<file path="config.mk">
export PLATFORM = sky130hd
export DESIGN_NAME = regfile_alu_sequencer
export DESIGN_NICKNAME = d
export VERILOG_FILES = /design/src/rtl/regfile_alu_sequencer.sv
export SDC_FILE = /design/constraint.sdc
export NUM_CORES = 1
export LEC_CHECK = 0
export ABC_AREA = 0
export ABC_CLOCK_PERIOD_IN_PS = 4400
export BUFFER_PORTS_ARGS = -buffer_cell sky130_fd_sc_hd__buf_2
export CORE_ASPECT_RATIO = 0.7
export CORE_MARGIN = 8
export CORE_UTILIZATION = 45
export DETAILED_ROUTE_END_ITERATION = 7
export GPL_ROUTABILITY_DRIVEN = 0
export MAX_ROUTING_LAYER = met4
export RECOVER_POWER = 25
export SLEW_MARGIN = 10
export SYNTH_ARGS = -nofsm -noshare
export SYNTH_HDL_FRONTEND = slang
export SYNTH_SLANG_ARGS = --single-unit
</file>
<file path="constraint.sdc">
create_clock -name clk -period 4.4 [get_ports clk]
set_clock_uncertainty 0.15 [all_clocks]
set_input_delay 0.22 -clock clk [delete_from_list [all_inputs] [get_ports clk]]
set_output_delay 0.22 -clock clk [all_outputs]
set_load 0.02 [all_outputs]
</file>
<file path="src/rtl/regfile_alu_sequencer.sv">
`default_nettype none
// ============================================================================
//  Module   : regfile_alu_sequencer
//  Purpose  : One-command-at-a-time register-file sequencer with built-in ALU;
//             fixed five-cycle read / execute / write-back / respond flow.
//  Revision : 1.0  initial release
// ============================================================================
module regfile_alu_sequencer #(
    parameter int WIDTH  = 16,
    parameter int ADDR_W = 5,
    parameter int SH_W   = 4
) (
    input  logic              clk,
    input  logic              rst_n,
    input  logic              cmd_valid,
    output logic              cmd_ready,
    input  logic [3:0]        cmd_op,
    input  logic [ADDR_W-1:0] cmd_ra,
    input  logic [ADDR_W-1:0] cmd_rb,
    input  logic [ADDR_W-1:0] cmd_rd,
    input  logic [WIDTH-1:0]  cmd_data,
    output logic              rsp_valid,
    output logic [WIDTH-1:0]  rsp_rdata_a,
    output logic [WIDTH-1:0]  rsp_rdata_b,
    output logic [WIDTH-1:0]  rsp_result,
    output logic              rsp_carry,
    output logic              rsp_err,
    output logic              busy
);
    localparam int DEPTH = 2 ** ADDR_W;

    localparam logic [3:0] OP_WRITE = 4'd3;
    localparam logic [3:0] OP_ADD   = 4'd4;
    localparam logic [3:0] OP_SUB   = 4'd5;
    localparam logic [3:0] OP_SHL   = 4'd6;
    localparam logic [3:0] OP_SHR   = 4'd7;
    localparam logic [3:0] OP_AND   = 4'd8;
    localparam logic [3:0] OP_OR    = 4'd9;
    localparam logic [3:0] OP_XOR   = 4'd10;

    typedef enum logic [2:0] {
        S_IDLE  = 3'd0,
        S_READ  = 3'd1,
        S_EXEC  = 3'd2,
        S_WRITE = 3'd3,
        S_RESP  = 3'd4
    } state_t;

    state_t            state_q, state_d;
    logic [3:0]        op_q, op_d;
    logic [ADDR_W-1:0] ra_q, ra_d, rb_q, rb_d, rd_q, rd_d;
    logic [WIDTH-1:0]  data_q, data_d;
    logic [WIDTH-1:0]  a_q, a_d, b_q, b_d;
    logic [WIDTH-1:0]  res_q, res_d;
    logic              carry_q, carry_d;
    logic              rsp_valid_q, rsp_valid_d;
    logic [WIDTH-1:0]  rsp_a_q, rsp_a_d, rsp_b_q, rsp_b_d, rsp_res_q, rsp_res_d;
    logic              rsp_carry_q, rsp_carry_d, rsp_err_q, rsp_err_d;
    logic [WIDTH-1:0]  rf_q [DEPTH];
    logic [WIDTH-1:0]  rf_d [DEPTH];

    logic [WIDTH-1:0]  alu_res;
    logic              alu_carry;
    logic [WIDTH:0]    alu_sum, alu_diff;
    logic              sh_big;

    // Any set bit above the shift-amount field means a shift of WIDTH or more.
    assign sh_big   = |b_q[WIDTH-1:SH_W];
    assign alu_sum  = {1'b0, a_q} + {1'b0, b_q};
    assign alu_diff = {1'b0, a_q} - {1'b0, b_q};

    always_comb begin
        alu_res   = '0;
        alu_carry = 1'b0;
        case (op_q)
            OP_WRITE: alu_res = data_q;
            OP_ADD:   begin alu_res = alu_sum[WIDTH-1:0];  alu_carry = alu_sum[WIDTH];  end
            OP_SUB:   begin alu_res = alu_diff[WIDTH-1:0]; alu_carry = alu_diff[WIDTH]; end
            OP_SHL:   alu_res = sh_big ? '0 : (a_q << b_q[SH_W-1:0]);
            OP_SHR:   alu_res = sh_big ? '0 : (a_q >> b_q[SH_W-1:0]);
            OP_AND:   alu_res = a_q & b_q;
            OP_OR:    alu_res = a_q | b_q;
            OP_XOR:   alu_res = a_q ^ b_q;
            default:  alu_res = '0;
        endcase
    end

    always_comb begin
        state_d     = state_q;
        op_d        = op_q;
        ra_d        = ra_q;
        rb_d        = rb_q;
        rd_d        = rd_q;
        data_d      = data_q;
        a_d         = a_q;
        b_d         = b_q;
        res_d       = res_q;
        carry_d     = carry_q;
        rsp_valid_d = 1'b0;
        rsp_a_d     = rsp_a_q;
        rsp_b_d     = rsp_b_q;
        rsp_res_d   = rsp_res_q;
        rsp_carry_d = rsp_carry_q;
        rsp_err_d   = rsp_err_q;
        rf_d        = rf_q;
        case (state_q)
            S_IDLE: begin
                if (cmd_valid) begin
                    op_d    = cmd_op;
                    ra_d    = cmd_ra;
                    rb_d    = cmd_rb;
                    rd_d    = cmd_rd;
                    data_d  = cmd_data;
                    state_d = S_READ;
                end
            end
            S_READ: begin
                a_d     = rf_q[ra_q];
                b_d     = rf_q[rb_q];
                state_d = S_EXEC;
            end
            S_EXEC: begin
                res_d   = alu_res;
                carry_d = alu_carry;
                state_d = S_WRITE;
            end
            S_WRITE: begin
                // Operands were captured two cycles earlier, so rd==ra/rb reports pre-write data.
                if (op_q >= OP_WRITE && op_q <= OP_XOR) begin
                    rf_d[rd_q] = res_q;
                end
                rsp_valid_d = 1'b1;
                rsp_a_d     = a_q;
                rsp_b_d     = b_q;
                rsp_res_d   = res_q;
                rsp_carry_d = carry_q;
                rsp_err_d   = (op_q > OP_XOR);
                state_d     = S_RESP;
            end
            S_RESP:  state_d = S_IDLE;
            default: state_d = S_IDLE;
        endcase
    end

    always_ff @(posedge clk or negedge rst_n) begin
        if (!rst_n) begin
            state_q     <= S_IDLE;
            op_q        <= '0;
            ra_q        <= '0;
            rb_q        <= '0;
            rd_q        <= '0;
            data_q      <= '0;
            a_q         <= '0;
            b_q         <= '0;
            res_q       <= '0;
            carry_q     <= 1'b0;
            rsp_valid_q <= 1'b0;
            rsp_a_q     <= '0;
            rsp_b_q     <= '0;
            rsp_res_q   <= '0;
            rsp_carry_q <= 1'b0;
            rsp_err_q   <= 1'b0;
            rf_q        <= '{default: '0};
        end else begin
            state_q     <= state_d;
            op_q        <= op_d;
            ra_q        <= ra_d;
            rb_q        <= rb_d;
            rd_q        <= rd_d;
            data_q      <= data_d;
            a_q         <= a_d;
            b_q         <= b_d;
            res_q       <= res_d;
            carry_q     <= carry_d;
            rsp_valid_q <= rsp_valid_d;
            rsp_a_q     <= rsp_a_d;
            rsp_b_q     <= rsp_b_d;
            rsp_res_q   <= rsp_res_d;
            rsp_carry_q <= rsp_carry_d;
            rsp_err_q   <= rsp_err_d;
            rf_q        <= rf_d;
        end
    end

    assign cmd_ready   = (state_q == S_IDLE);
    assign busy        = ~cmd_ready;
    assign rsp_valid   = rsp_valid_q;
    assign rsp_rdata_a = rsp_a_q;
    assign rsp_rdata_b = rsp_b_q;
    assign rsp_result  = rsp_res_q;
    assign rsp_carry   = rsp_carry_q;
    assign rsp_err     = rsp_err_q;
endmodule
`default_nettype wire

</file>
======== Word level (Yosys, flattened, before mapping) ========
Cells that the tools add are included.
storage, ports and cells
  input bits .............................. 38
  logic and storage cells ................. 100
  register bits ........................... 650
  output and inout bits ................... 53
cells by class
  muxes and demuxes ....................... 16
  bitwise gates (word level) .............. 7
  shift-type cells ........................ 2
  reduce and logical (&&, ||, !) cells .... 6
  magnitude comparators ................... 7
  $add $sub $neg .......................... 2
  equal/unequal tests ..................... 12
operators with widths
  operator                                                                              number
  512-bit bitwise mux                                                                   1
  16-bit binary-select mux with 5-bit select                                            2
  16-bit case mux with 8 select lines                                                   1
  16-bit two-way mux                                                                    7
  16-bit demux with 5-bit select                                                        1
  6-bit greater-or-equal comparator (second input constant)                             3
  5-bit inverter with 6-bit output                                                      3
  16-bit by 16-bit adder with 17-bit output                                             1
  16-bit by 16-bit subtractor with 17-bit output                                        1
  16-bit AND                                                                            1
  4-bit by 3-bit == test with 1-bit output (second input constant)                      4
  16-bit OR                                                                             1
  16-bit by 4-bit left shift with 16-bit output                                         1
  16-bit by 4-bit right shift with 16-bit output                                        1
  16-bit bitwise XOR                                                                    1
  4-bit == test (second input constant)                                                 3
  3-bit case mux with 4 select lines                                                    1
  12-bit OR reduction                                                                   1
  3-bit by 2-bit == test with 1-bit output (second input constant)                      2
  6-bit by 1-bit < comparator with 1-bit output (second input constant)                 1
  4-bit by 2-bit == test with 1-bit output (second input constant)                      1
  4-bit by 2-bit greater-or-equal comparator with 1-bit output (second input constant)  1
  4-bit greater-than comparator (second input constant)                                 1
  4-bit <= comparator (second input constant)                                           1
  9 further kinds                                                                       11

======== Longest topological paths before layout ========
  depth after elaboration ................. 6
  gate-level depth with buffers ........... 12
  mapped depth without buffers ............ 11

======== Worst setup path before layout ========
Ideal clock, no wire load.
  path kind ............................... register -> register
  start point ............................. register b_q[2]
  end point ............................... register carry_q
  period minus slack after synthesis ...... 3032 ps
  library setup time ...................... 126 ps
  setup slack ............................. 1368 ps
  stages on the path, launching flop included .. 12
  path buffers ............................ 3
  data arrival time ....................... 2756 ps
  required time ........................... 4124 ps
  cell sequence ........................... dfrtp_1 -> clkbuf_1 -> inv_1 -> clkbuf_1 -> ha_1 -> clkbuf_1 -> nor2b_1 -> o21ai_0 -> a211oi_1 -> o21ai_0 -> o311a_1 -> o32a_1
between the ends
  cells in the longest elaborated chain, start to end .. 2
  elaborated cells on any way between the ends .. 3
  classes of those cells .................. add/sub: 2; mux: 1
ends and longest elaborated chain
  item                                                                                                                RTL line  RTL
  start: declaration                                                                                                  53        logic [WIDTH-1:0] a_q, a_d, b_q, b_d;
  start signal: assignment                                                                                            154       b_q <= '0;
  start signal: assignment                                                                                            172       b_q <= b_d;
  16-bit by 16-bit subtractor with 17-bit output / 16-bit by 16-bit adder with 17-bit output (equally long branches)  70, 69
  1-bit case mux with 2 select lines (*)                                                                              75        case (op_q)
  end signal: assignment                                                                                              174       carry_q <= carry_d;
  end: declaration                                                                                                    55        logic carry_q, carry_d;
Mark *: on every way between the ends. The rest lies on a longest branch, timed or not.
A chain may end at the register's enable or synchronous reset.

======== Final worst setup path ========
  start point ............................. register a_q[0]
  end point ............................... register res_q[12]
between the ends
  cells in the longest elaborated chain, start to end .. 3
  elaborated cells on any way between the ends .. 7
  classes of those cells .................. add/sub: 2; shift: 2; mux: 3
ends and longest elaborated chain
  item                                                                                    RTL line  RTL
  start: declaration                                                                      53
  start signal: assignment                                                                153       a_q <= '0;
  start signal: assignment                                                                171       a_q <= a_d;
  branches (longest 2 deep; another with 16-bit by 16-bit subtractor with 17-bit output)  --
  16-bit case mux with 8 select lines (*)                                                 75
  end signal: assignment                                                                  173       res_q <= res_d;
  end: declaration                                                                        54        logic [WIDTH-1:0] res_q, res_d;
Every way passes the cells marked *.

==> results_tabular.tex <==
\begin{tabular}{lr}
\hline
Metric & Value \\
\hline
\multicolumn{2}{l}{\textbf{Run status}} \\
Result of the run & complete, but fails checks \\
Failing checks & DRC, capacitance limit, slew limit \\
\multicolumn{2}{l}{\textbf{Place}} \\
Dpl cells & roughly 3600 \\
\# port buffers & 90 \\
HPWL after detailed placement & between 70000 and 80000 um \\
Worst setup slack before clock tree synthesis & approximately 1 ns \\
Cell Area, Placed & about 38000 um2 \\
\multicolumn{2}{l}{\textbf{Power}} \\
Switching power share of the total & 0.413 \\
Share of total power in sequential cells & 0.359 \\
Design internal power & between 15 and 20 mW \\
Switch Pwr & between 10 and 15 mW \\
Power per standard cell area & around 710 nW/um2 \\
Power Total & approximately 29 mW \\
Clock share of power & 0.208 \\
Proportion of power drawn by combinational gates & 0.433 \\
Leakage dissipation & 18.1 nW \\
Max rail drop VDD & between 0.0003 and 0.0004 V \\
\multicolumn{2}{l}{\textbf{Synth}} \\
Sequential-to-total area share from yosys stat & 0.453 \\
Total number of yosys warnings & 0 \\
Ys flop type & dfrtp\_1 \\
Count of mapped cells out of synthesis & around 2600 \\
Syn avg cell area & around 14 um2 \\
Number of nets in the synthesized netlist & around 2700 \\
Ys async rst share & 1.00 \\
Distinct cell type count of the synthesized netlist & between 60 and 70 \\
Cells taking the most area after synthesis & dfrtp\_1 (45\%), mux4\_2 (21\%), mux2\_2 (17\%) \\
Library cell occupying the most area in the post-synthesis netlist & dfrtp\_1 \\
Fraction of synthesized cell area taken by the top area cell type & 0.453 \\
Flops \& latches, synth & 650 \\
Number of enable flip-flop cells after synthesis & 0 \\
Post-synthesis cell area & 35900 um2 \\
\multicolumn{2}{l}{\textbf{Route}} \\
Number of remaining DRC errors & 1 \\
DRC marker count from the first detailed-route iteration & between 2000 and 2500 \\
Per-cell via count in the routed design & 6.41 \\
Final antenna-violating net count & 0 \\
Wire per inst & about 29 um \\
Wirelength, routed & 108000 um \\
Number of vias in the routed layout & approximately 24000 \\
Number of detailed-route iterations in the first pass & 8 \\
\multicolumn{2}{l}{\textbf{Clock tree}} \\
Max Root-Sink Buffers & 3 \\
Clock insertion delay at the later pin of the skew report & approximately 0.63 ns \\
Cts bufs inserted & 67 \\
Clock input transition at the sequential cells of the worst setup and hold paths & 0.07 ns \\
Clock Sink Count & 650 \\
Post-CTS setup buffer count & 0 \\
H-tree depth & 3 \\
Count of hold buffers inserted by post-cts repair & 37 \\
Clock tree from TritonCTS & built \\
Root Buffer & clkbuf\_16 \\
Post-cts sizing count & 0 \\
\multicolumn{2}{l}{\textbf{Setup path}} \\
Max FO, Critical Path & 7 \\
Minimum setup slack among reg-to-reg paths & 0.69 ns \\
Destination of the worst register-to-register timing path & res\_q[12] \\
R2r worst-path depth & 11 \\
Required time of the critical path & about 4.8 ns \\
Startpoint Class & register \\
Crit Path Category & register to register \\
Startpoint of the worst register-to-register path & a\_q[0] \\
Kind of end point of the critical path & register \\
Arrival time reported for the critical path endpoint & just over 4 ns \\
\multicolumn{2}{l}{\textbf{Floorplanning}} \\
Die Footprint & 89300 um2 \\
\# rows & 86 \\
DIE WIDTH & around 350 um \\
Y dimension of the die & 252 um \\
Core footprint & 78900 um2 \\
Initial cell density of the core & 0.456 \\
Number of primary I/O pins & between 90 and 100 \\
\multicolumn{2}{l}{\textbf{Timing}} \\
Total negative setup slack & 0 ns \\
Fmax & 269 MHz \\
Final number of hold-violating endpoints & 0 \\
Number of pins exceeding their max-slew limit in the final report & between 90 and 100 \\
Min Tclk post-route & roughly 3.7 ns \\
Share of the clock period used by the worst path & 0.844 \\
Setup repair after global routing missed its margin & false \\
Worst slack on hold paths & approximately 0.19 ns \\
Final setup fails & 0 \\
Remaining max-slew budget at the tightest pin & -0.929 \\
Min setup slack post-route & between 0.6 and 0.7 ns \\
Slew of the pin with the lowest slew margin & roughly 2.9 ns \\
\multicolumn{2}{l}{\textbf{Finish}} \\
Final standard cell count with taps included and fillers excluded & 3747 \\
Share of the core filled with cells & 0.512 \\
Register area & 16300 um2 \\
Commonest cells after routing, fill and taps aside & dfrtp\_1 (640), mux2\_2 (556), mux4\_2 (331) \\
Multi-input logic area & approximately 19000 um2 \\
Most common library cell in the layout ignoring fill and taps & dfrtp\_1 \\
Layout-stage area growth over the synthesis result & 12.3\% \\
Number of filler instances in the final layout & approximately 6700 \\
Final design area excluding fillers & roughly 40000 um2 \\
Final net count & around 2700 \\
Share of layout cells above drive strength 1 & 0.438 \\
\multicolumn{2}{l}{\textbf{Global route}} \\
Global-route wire length before repair & $\sim$160000 um \\
Global Route Usage Sum & 0.247 \\
Pin count of the biggest net entering global routing & between 100 and 150 \\
Antenna violations before repair & 3 \\
Vias in the first global route & between 20000 and 25000 \\
Total congestion overflow & 0 \\
\multicolumn{2}{l}{\textbf{Hold path}} \\
Worst hold path depth & 4 \\
Tightest Hold Check Type & primary input to register \\
Sink of the worst hold path & op\_q[2] \\
Hold Crit Start & cmd\_op[2] \\
\multicolumn{2}{l}{\textbf{Job}} \\
MaxCap Viol Count & 1 \\
\hline
\end{tabular}
==> logic make-up (layout without fill, tap and decap cells) <==
logic type                 count (synthesis)  after routing  synth area share
buffers and inverters                    280            383            0.0311
other                                      0              1                 0
xor gates and xnor gates                  15             15           0.00365
and+or+nand+nor                          349            349            0.0452
muxes                                    942            942             0.397
DFF                                      650            650             0.453
AOI/OAI and AO/OA                        295            295            0.0507
adders and majority gates                 56             56            0.0199
==> power by group through the flow <==
stage	Sequential, mW	Clock [mW]	Combinational (mW)
floorplan	8.92	0	9.28
global placement	10.2	0	12.0
detailed placement	10.3	0	12.2
CTS	10.2	6.09	12.3
global route	10.6	6.34	13.2
finish	10.3	5.97	12.4
==> synth_stat cells, drive strengths merged (18+ instances only) <==
cell type  count
a21oi        110
buf           80
clkbuf       146
dfrtp        650
ha            54
inv           50
mux2         556
mux2i         55
mux4         331
nand2        147
nand3         21
nor2         106
nor3          18
o21ai         69
==> critical path: stages (launching register included) <==
cell and delay (ns):
dfrtp_1 0.46, inv_1 0.14, ha_1 0.18, inv_1 0.06, fa_1 0.41, nor2b_1 0.17
o21ai_0 0.55, a21oi_1 0.28, a221oi_1 0.58, o21bai_1 0.19, o32a_1 0.32, a21oi_1 0.15
==> per-layer routing <==
layer | wire (um) | vias up | global-route usage | part of all wire
met4 | 3010 | 0 | 0.0695 | 0.028
met2 | 46700 | 1121 | 0.344 | 0.43
met5 | 0 | - | - | 0
li1 | - | 9970 | - | -
met1 | 47300 | 12700 | 0.347 | 0.44
met3 | 10900 | 209 | 0.0800 | 0.10
==> cell type report <==
class	instances	share of cell area
clock buffers	94	0.0483
multi-input cells	1657	0.462
well taps	1056	0.0327
inverters	54	0.00502
clock inverters	24	0.00791
diodes	1	0.0000620
flip-flops and latches	650	0.404
repair buffers	211	0.0409
==> state kept, by name, indices dropped and copies added (netlist names), 3 cells and up <==
| name | flops |
|---|---|
| rf_q | 512 |
| a_q | 16 |
| b_q | 16 |
| data_q | 16 |
| res_q | 16 |
| rsp_rdata_a | 16 |
| rsp_rdata_b | 16 |
| rsp_result | 16 |
| ra_q | 5 |
| rb_q | 5 |
| rd_q | 5 |
| op_q | 4 |
| state_q | 3 |
==> worst max path at each step <==
stage | startpoint | to | slack (ns)
finish | a_q[0] | res_q[12] | 0.69
global route | a_q[1] | res_q[13] | 0.72
CTS | a_q[0] | res_q[12] | 0.98
detailed placement | a_q[0] | res_q[12] | 1.02
global placement | state_q[2] | rf_q[57] | 1.14
floorplan | b_q[2] | carry_q | 1.37
Power figures use the tool's default switching activity.
